===== src/rtl/lfsr_keystream_gen.sv =====
// Fibonacci LFSR keystream generator.
// Serialises OUT_W LFSR output bits into keystream words and hands them to
// the cipher XOR stage over a valid/ready handshake. The LFSR stalls while a
// finished word waits, so no keystream bit is lost or skipped. Runtime seed
// loading substitutes DEFAULT_SEED for an all-zero seed, which keeps the
// LFSR out of its lock-up state.
//
// state    | meaning
// ---------+-----------------------------------------------------------
// ST_FILL  | stepping the LFSR (when enable=1) and assembling a word
// ST_VALID | word complete on ks_data, LFSR frozen until ks_ready
module lfsr_keystream_gen #(
   parameter int                 WIDTH        = 32,
   parameter logic [WIDTH-1:0]   TAPS         = 32'h80200003,
   parameter int                 OUT_W        = 32,
   parameter logic [WIDTH-1:0]   DEFAULT_SEED = 32'h00000001
) (
   input  logic              clk,
   input  logic              reset,
   input  logic              enable,
   input  logic              seed_load,
   input  logic [WIDTH-1:0]  seed,
   input  logic              ks_ready,
   output logic              ks_valid,
   output logic [OUT_W-1:0]  ks_data,
   output logic              seed_zero,
   output logic              busy
);

   localparam int                CNT_W = $clog2(OUT_W + 1);
   localparam logic [CNT_W-1:0]  LAST  = CNT_W'(OUT_W - 1);

   typedef enum logic [0:0] {
      ST_FILL  = 1'b0,
      ST_VALID = 1'b1
   } state_t;

   state_t              state, state_nxt;
   logic [WIDTH-1:0]    lfsr, lfsr_nxt;
   logic [OUT_W-1:0]    acc, acc_nxt;
   logic [CNT_W-1:0]    count, count_nxt;
   logic                ks_valid_nxt;
   logic [OUT_W-1:0]    ks_data_nxt;
   logic                seed_zero_nxt;

   logic                out_bit;
   logic                fb;
   logic                seed_is_zero;
   logic [WIDTH-1:0]    lfsr_shift;
   logic [OUT_W-1:0]    acc_shift;

   assign out_bit      = lfsr[WIDTH-1];
   assign fb           = ^(lfsr & TAPS);
   assign lfsr_shift   = {lfsr[WIDTH-2:0], fb};
   assign seed_is_zero = (seed == '0);

   // First generated bit of a word ends up in the MSB; a 1-bit word has no
   // upper slice to shift, so it is just the current output bit.
   generate
      if (OUT_W == 1) begin : g_acc_1
         assign acc_shift = out_bit;
      end else begin : g_acc_n
         assign acc_shift = {acc[OUT_W-2:0], out_bit};
      end
   endgenerate

   // Next-state and datapath update; seed_load beats any state activity.
   always_comb begin
      state_nxt     = state;
      lfsr_nxt      = lfsr;
      acc_nxt       = acc;
      count_nxt     = count;
      ks_valid_nxt  = ks_valid;
      ks_data_nxt   = ks_data;
      seed_zero_nxt = 1'b0;

      if (seed_load) begin
         // A pending word is dropped; if ks_ready was high it was taken this edge.
         lfsr_nxt      = seed_is_zero ? DEFAULT_SEED : seed;
         acc_nxt       = '0;
         count_nxt     = '0;
         ks_valid_nxt  = 1'b0;
         seed_zero_nxt = seed_is_zero;
         state_nxt     = ST_FILL;
      end else begin
         case (state)
            ST_FILL: begin
               if (enable) begin
                  lfsr_nxt = lfsr_shift;
                  if (count == LAST) begin
                     ks_data_nxt  = acc_shift;
                     ks_valid_nxt = 1'b1;
                     acc_nxt      = '0;
                     count_nxt    = '0;
                     state_nxt    = ST_VALID;
                  end else begin
                     acc_nxt   = acc_shift;
                     count_nxt = count + 1'b1;
                  end
               end
            end
            ST_VALID: begin
               if (ks_ready) begin
                  ks_valid_nxt = 1'b0;
                  state_nxt    = ST_FILL;
               end
            end
            default: begin
               state_nxt = ST_FILL;
            end
         endcase
      end
   end

   // State and datapath registers with synchronous reset.
   always_ff @(posedge clk) begin
      if (reset) begin
         state     <= ST_FILL;
         lfsr      <= DEFAULT_SEED;
         acc       <= '0;
         count     <= '0;
         ks_valid  <= 1'b0;
         ks_data   <= '0;
         seed_zero <= 1'b0;
      end else begin
         state     <= state_nxt;
         lfsr      <= lfsr_nxt;
         acc       <= acc_nxt;
         count     <= count_nxt;
         ks_valid  <= ks_valid_nxt;
         ks_data   <= ks_data_nxt;
         seed_zero <= seed_zero_nxt;
      end
   end

   assign busy = (state == ST_FILL);

endmodule


===== config.mk =====
export PLATFORM = sky130hd
export DESIGN_NAME = lfsr_keystream_gen
export DESIGN_NICKNAME = d
export VERILOG_FILES = /design/src/rtl/lfsr_keystream_gen.sv
export SDC_FILE = /design/constraint.sdc
export NUM_CORES = 1
export LEC_CHECK = 0
export BUFFER_PORTS_ARGS = -buffer_cell sky130_fd_sc_hd__buf_2
export CAP_MARGIN = 20
export CORE_ASPECT_RATIO = 1.25
export CORE_MARGIN = 2
export CORE_UTILIZATION = 50
export CTS_CLUSTER_DIAMETER = 50
export DETAILED_ROUTE_END_ITERATION = 7
export PLACE_DENSITY = 0.74
export SLEW_MARGIN = 0
export SYNTH_ARGS = -nofsm -noshare
export SYNTH_HDL_FRONTEND = slang
export SYNTH_SLANG_ARGS = --single-unit

===== constraint.sdc =====
create_clock -name clk -period 1.7 [get_ports clk]
set_input_delay 0.34 -clock clk [delete_from_list [all_inputs] [get_ports clk]]
set_output_delay 0.34 -clock clk [all_outputs]
set_load 0.01 [all_outputs]

==> parameters.txt <==
Parameter                              Value

Detailed routing
  DR DRC count    2
  Antenna violation net count after detailed routing    0
  Total wire length after detailed routing    approximately 8200 um
  WL/cell    roughly 12 um
  Detail-routed via count per cell    roughly 5
  First drt pass iteration count    8
  First-iteration detailed-routing DRC count    between 100 and 150
  Vias    around 3600

Yosys
  Number of nets produced by synthesis    between 500 and 600
  Dominant cells by area after synthesis    dfxtp_1, nand2_1, a21oi_1
  Mean Syn Cell Area    around 7.7 um2
  Synthesis warning total    0
  Post-Synthesis Cell Area    ~4200 um2
  Cell count after synthesis    540
  Post-synth cell types    26
  Portion of the post-synthesis area used by sequential elements    0.498
  Number of storage elements in the synthesis netlist    approximately 100
  Top-area cell type share of the netlist area    0.498
  Library cell with the largest summed area after synthesis    dfxtp_1

Floorplan
  Boundary pin count    about 70
  Die area    approximately 9000 um2
  Vertical die dimension    between 100 and 150 um
  Initial Utilization    0.510
  Placeable core area    just over 8000 um2
  Floorplan die width    roughly 86 um
  Number of rows created at floorplan    37

Placement
  Number of input and output port buffers inserted    between 70 and 80
  Dpl cells    slightly below 700
  Area of placed instances    between 4000 and 5000 um2
  Final weighted congestion in routability-driven placement    a little under 0.8
  Half-perimeter wire length after detailed placement    ~5800 um

STA
  Final period utilization    0.908
  Slew headroom    0.750
  Final critical path time including I/O delays and setup    1540 ps
  Maximum operating frequency    between 600 and 700 MHz
  Final hold violations    0
  RSZ-0062 raised after global routing    no
  Setup Viol. Count Final    0
  Slew at the pin closest to its max-slew limit    376 ps
  Clk_skew    ~11 ps
  Setup_tns    0 ps
  Number of max-slew violations in the final report    0
  Worst hold-check slack    between 200 and 250 ps

Global route
  Global routing met2 resource utilization    0.337
  Overall routing resource usage    0.191
  Number of global-route vias before repair    approximately 3300
  Fraction of met1 tracks used by global routing    0.229
  Total gr overflow    0
  Initial antenna violation count    0
  Wire length of the first global-routing pass    14200 um
  GR Layer Usage met3    0.0419
  Busiest layer in global routing    met2
  Pin count of the biggest net entering global routing    37

Finish
  Number of nets at the end of the flow    approximately 640
  Area growth from synthesis to final layout    15.2%
  Fraction of layout cells with a size suffix above 1    0.182
  Antenna cell count    0
  Post-route standard cell area excluding fillers    between 4000 and 5000 um2
  Post-Layout Cell Count    around 700
  Final design utilization    0.588

Clock network
  Worst-Skew Late Latency    370 ps
  Buffer type at the clock tree root    clkbuf_8
  CTS H-Tree Depth    3
  # clock sinks    104
  Number of buffers on the longest clock path    2
  Count of hold-fix buffers inserted at cts    0
  CTS resizes    0
  CTS Buf Count    9
  Setup Buffers After CTS    0
  Clock transition at the register clock pins on the worst setup and hold paths after CTS    roughly 100 ps
  TritonCTS clock tree    done

Setup path
  Cells traversed along the worst timing path    ha_1 -> and3_1 -> and4b_1 -> buf_4 -> nand2_1 -> a21oi_1
  Critical-path cell with the highest stage delay    dfxtp_1
  Nature of the critical path startpoint    flip-flop
  Nature of the critical path endpoint    flip-flop
  Data required time of the worst path    around 2000 ps
  Delay of the slowest critical-path stage    around 380 ps
  Critical-path maximum fanout    18
  Setup Crit Path Kind    reg2reg
  Arr. time, crit path    around 1900 ps

Outcome
  Failing checks    design-rule violations
  Result of the run    finished, violations left

Pwr
  Worst-case vdd ir drop    0.000486 V
  Leak Pwr    around 0.0018 uW
  Cell area power density    ~910 nW/um2

Job
  Max capacitance violation total    0

Worst hold path
  Worst Hold Class    in2reg
==> per-stage QoR <==
stage / power, uW / setup WS [ps]
3_3_place_gp: 2870 / 242
2_1_floorplan: 2770 / 305
4_1_cts: 4410 / 145
3_5_place_dp: 2880 / 190
6_report: 4370 / 156
5_1_grt: 4550 / 14.3
==> flip-flops by register name, summed over array words and instances (netlist names) <==
register / cells
ks_valid: 1
seed_zero: 1
state: 1
lfsr: 32
acc: 31
count: 6
ks_data: 32
==> worst max-delay path: cells and delay by family, from the launching register on <==
kind                       cells  cell delay, ps
AOI/OAI and AO/OA              1             140
adders and majority gates      1             190
buffers and inverters          1             240
DFF                            1             380
and+or+nand+nor                3             540
==> layer usage <==
metal / wire (um) / vias to the layer above / part of all wire
met5: 0 / - / 0
met4: 104 / 0 / 0.013
met3: 283 / 7 / 0.034
met2: 4110 / 60 / 0.50
met1: 3740 / 1613 / 0.45
li1: - / 1884 / -
==> worst paths after layout <==
path / end / depth (start not counted) / slack [ps] / startpoint
max: ks_data[14] / 6 / 160 / count[0]
min: lfsr[12] / 3 / 210 / seed[12]
max reg2reg: ks_data[14] / 6 / 160 / count[0]
min reg2reg: ks_data[27] / 2 / 450 / ks_data[27]
==> cells in the mapped netlist (all sizes together) <==
master  number
nand2      226
dfxtp      104
a21oi       97
a21o        31
buf         27
clkbuf      14
nor4         8
nor2         7
xor2         5
nand2b       4
nand4        3
and3         2
nor2b        2
and4b        1
ha           1
inv          1
nand3        1
nand4b       1
nor3         1
o32a         1
or2          1
xnor2        1
xnor3        1
==> area by class of cell <==
cell class	count	area (um2)
tap	97	121
timing repair buffer	89	541
sequential	104	2080
fill	770	3380
clock buffer	9	124
multi-input combinational	394	1870
inverter	1	3.75
clock inverter	7	78.8
==> report_power, final <==
part / total (uW) / leakage (uW) / internal, uW / switching, uW
sequential: 2510 / 0.000844 / 2480 / 24.8
clock: 1550 / 0.0000925 / 693 / 856
combinational: 318 / 0.000886 / 133 / 184
total: 4370 / 0.00182 / 3310 / 1070
==> layout by cell type (no fill, tap or decap), types with 2 or more instances in the layout <==
| master | n |
|---|---|
| buf_12 | 4 |
| inv_6 | 2 |
| clkbuf_8 | 9 |
| buf_4 | 14 |
| dfxtp_1 | 104 |
| a21oi_1 | 94 |
| nand2_1 | 226 |
| a21oi_2 | 3 |
| nor2_1 | 7 |
| a21o_1 | 31 |
| xor2_1 | 5 |
| clkinvlp_4 | 3 |
| nor4_1 | 8 |
| and3_1 | 2 |
| buf_2 | 71 |
| nand4_1 | 3 |
| nand2b_1 | 3 |
==> cells by family (layout without fill, tap and decap cells) <==
| logic type | Yosys count | in the layout | synth area share |
|---|---|---|---|
| buf+inv | 42 | 106 | 0.0583 |
| flops | 104 | 104 | 0.498 |
| compound gates | 129 | 129 | 0.177 |
| xor+xnor | 7 | 7 | 0.0180 |
| simple gates | 257 | 257 | 0.246 |
| fa+ha+maj | 1 | 1 | 0.00299 |
Power figures use the tool's default switching activity.
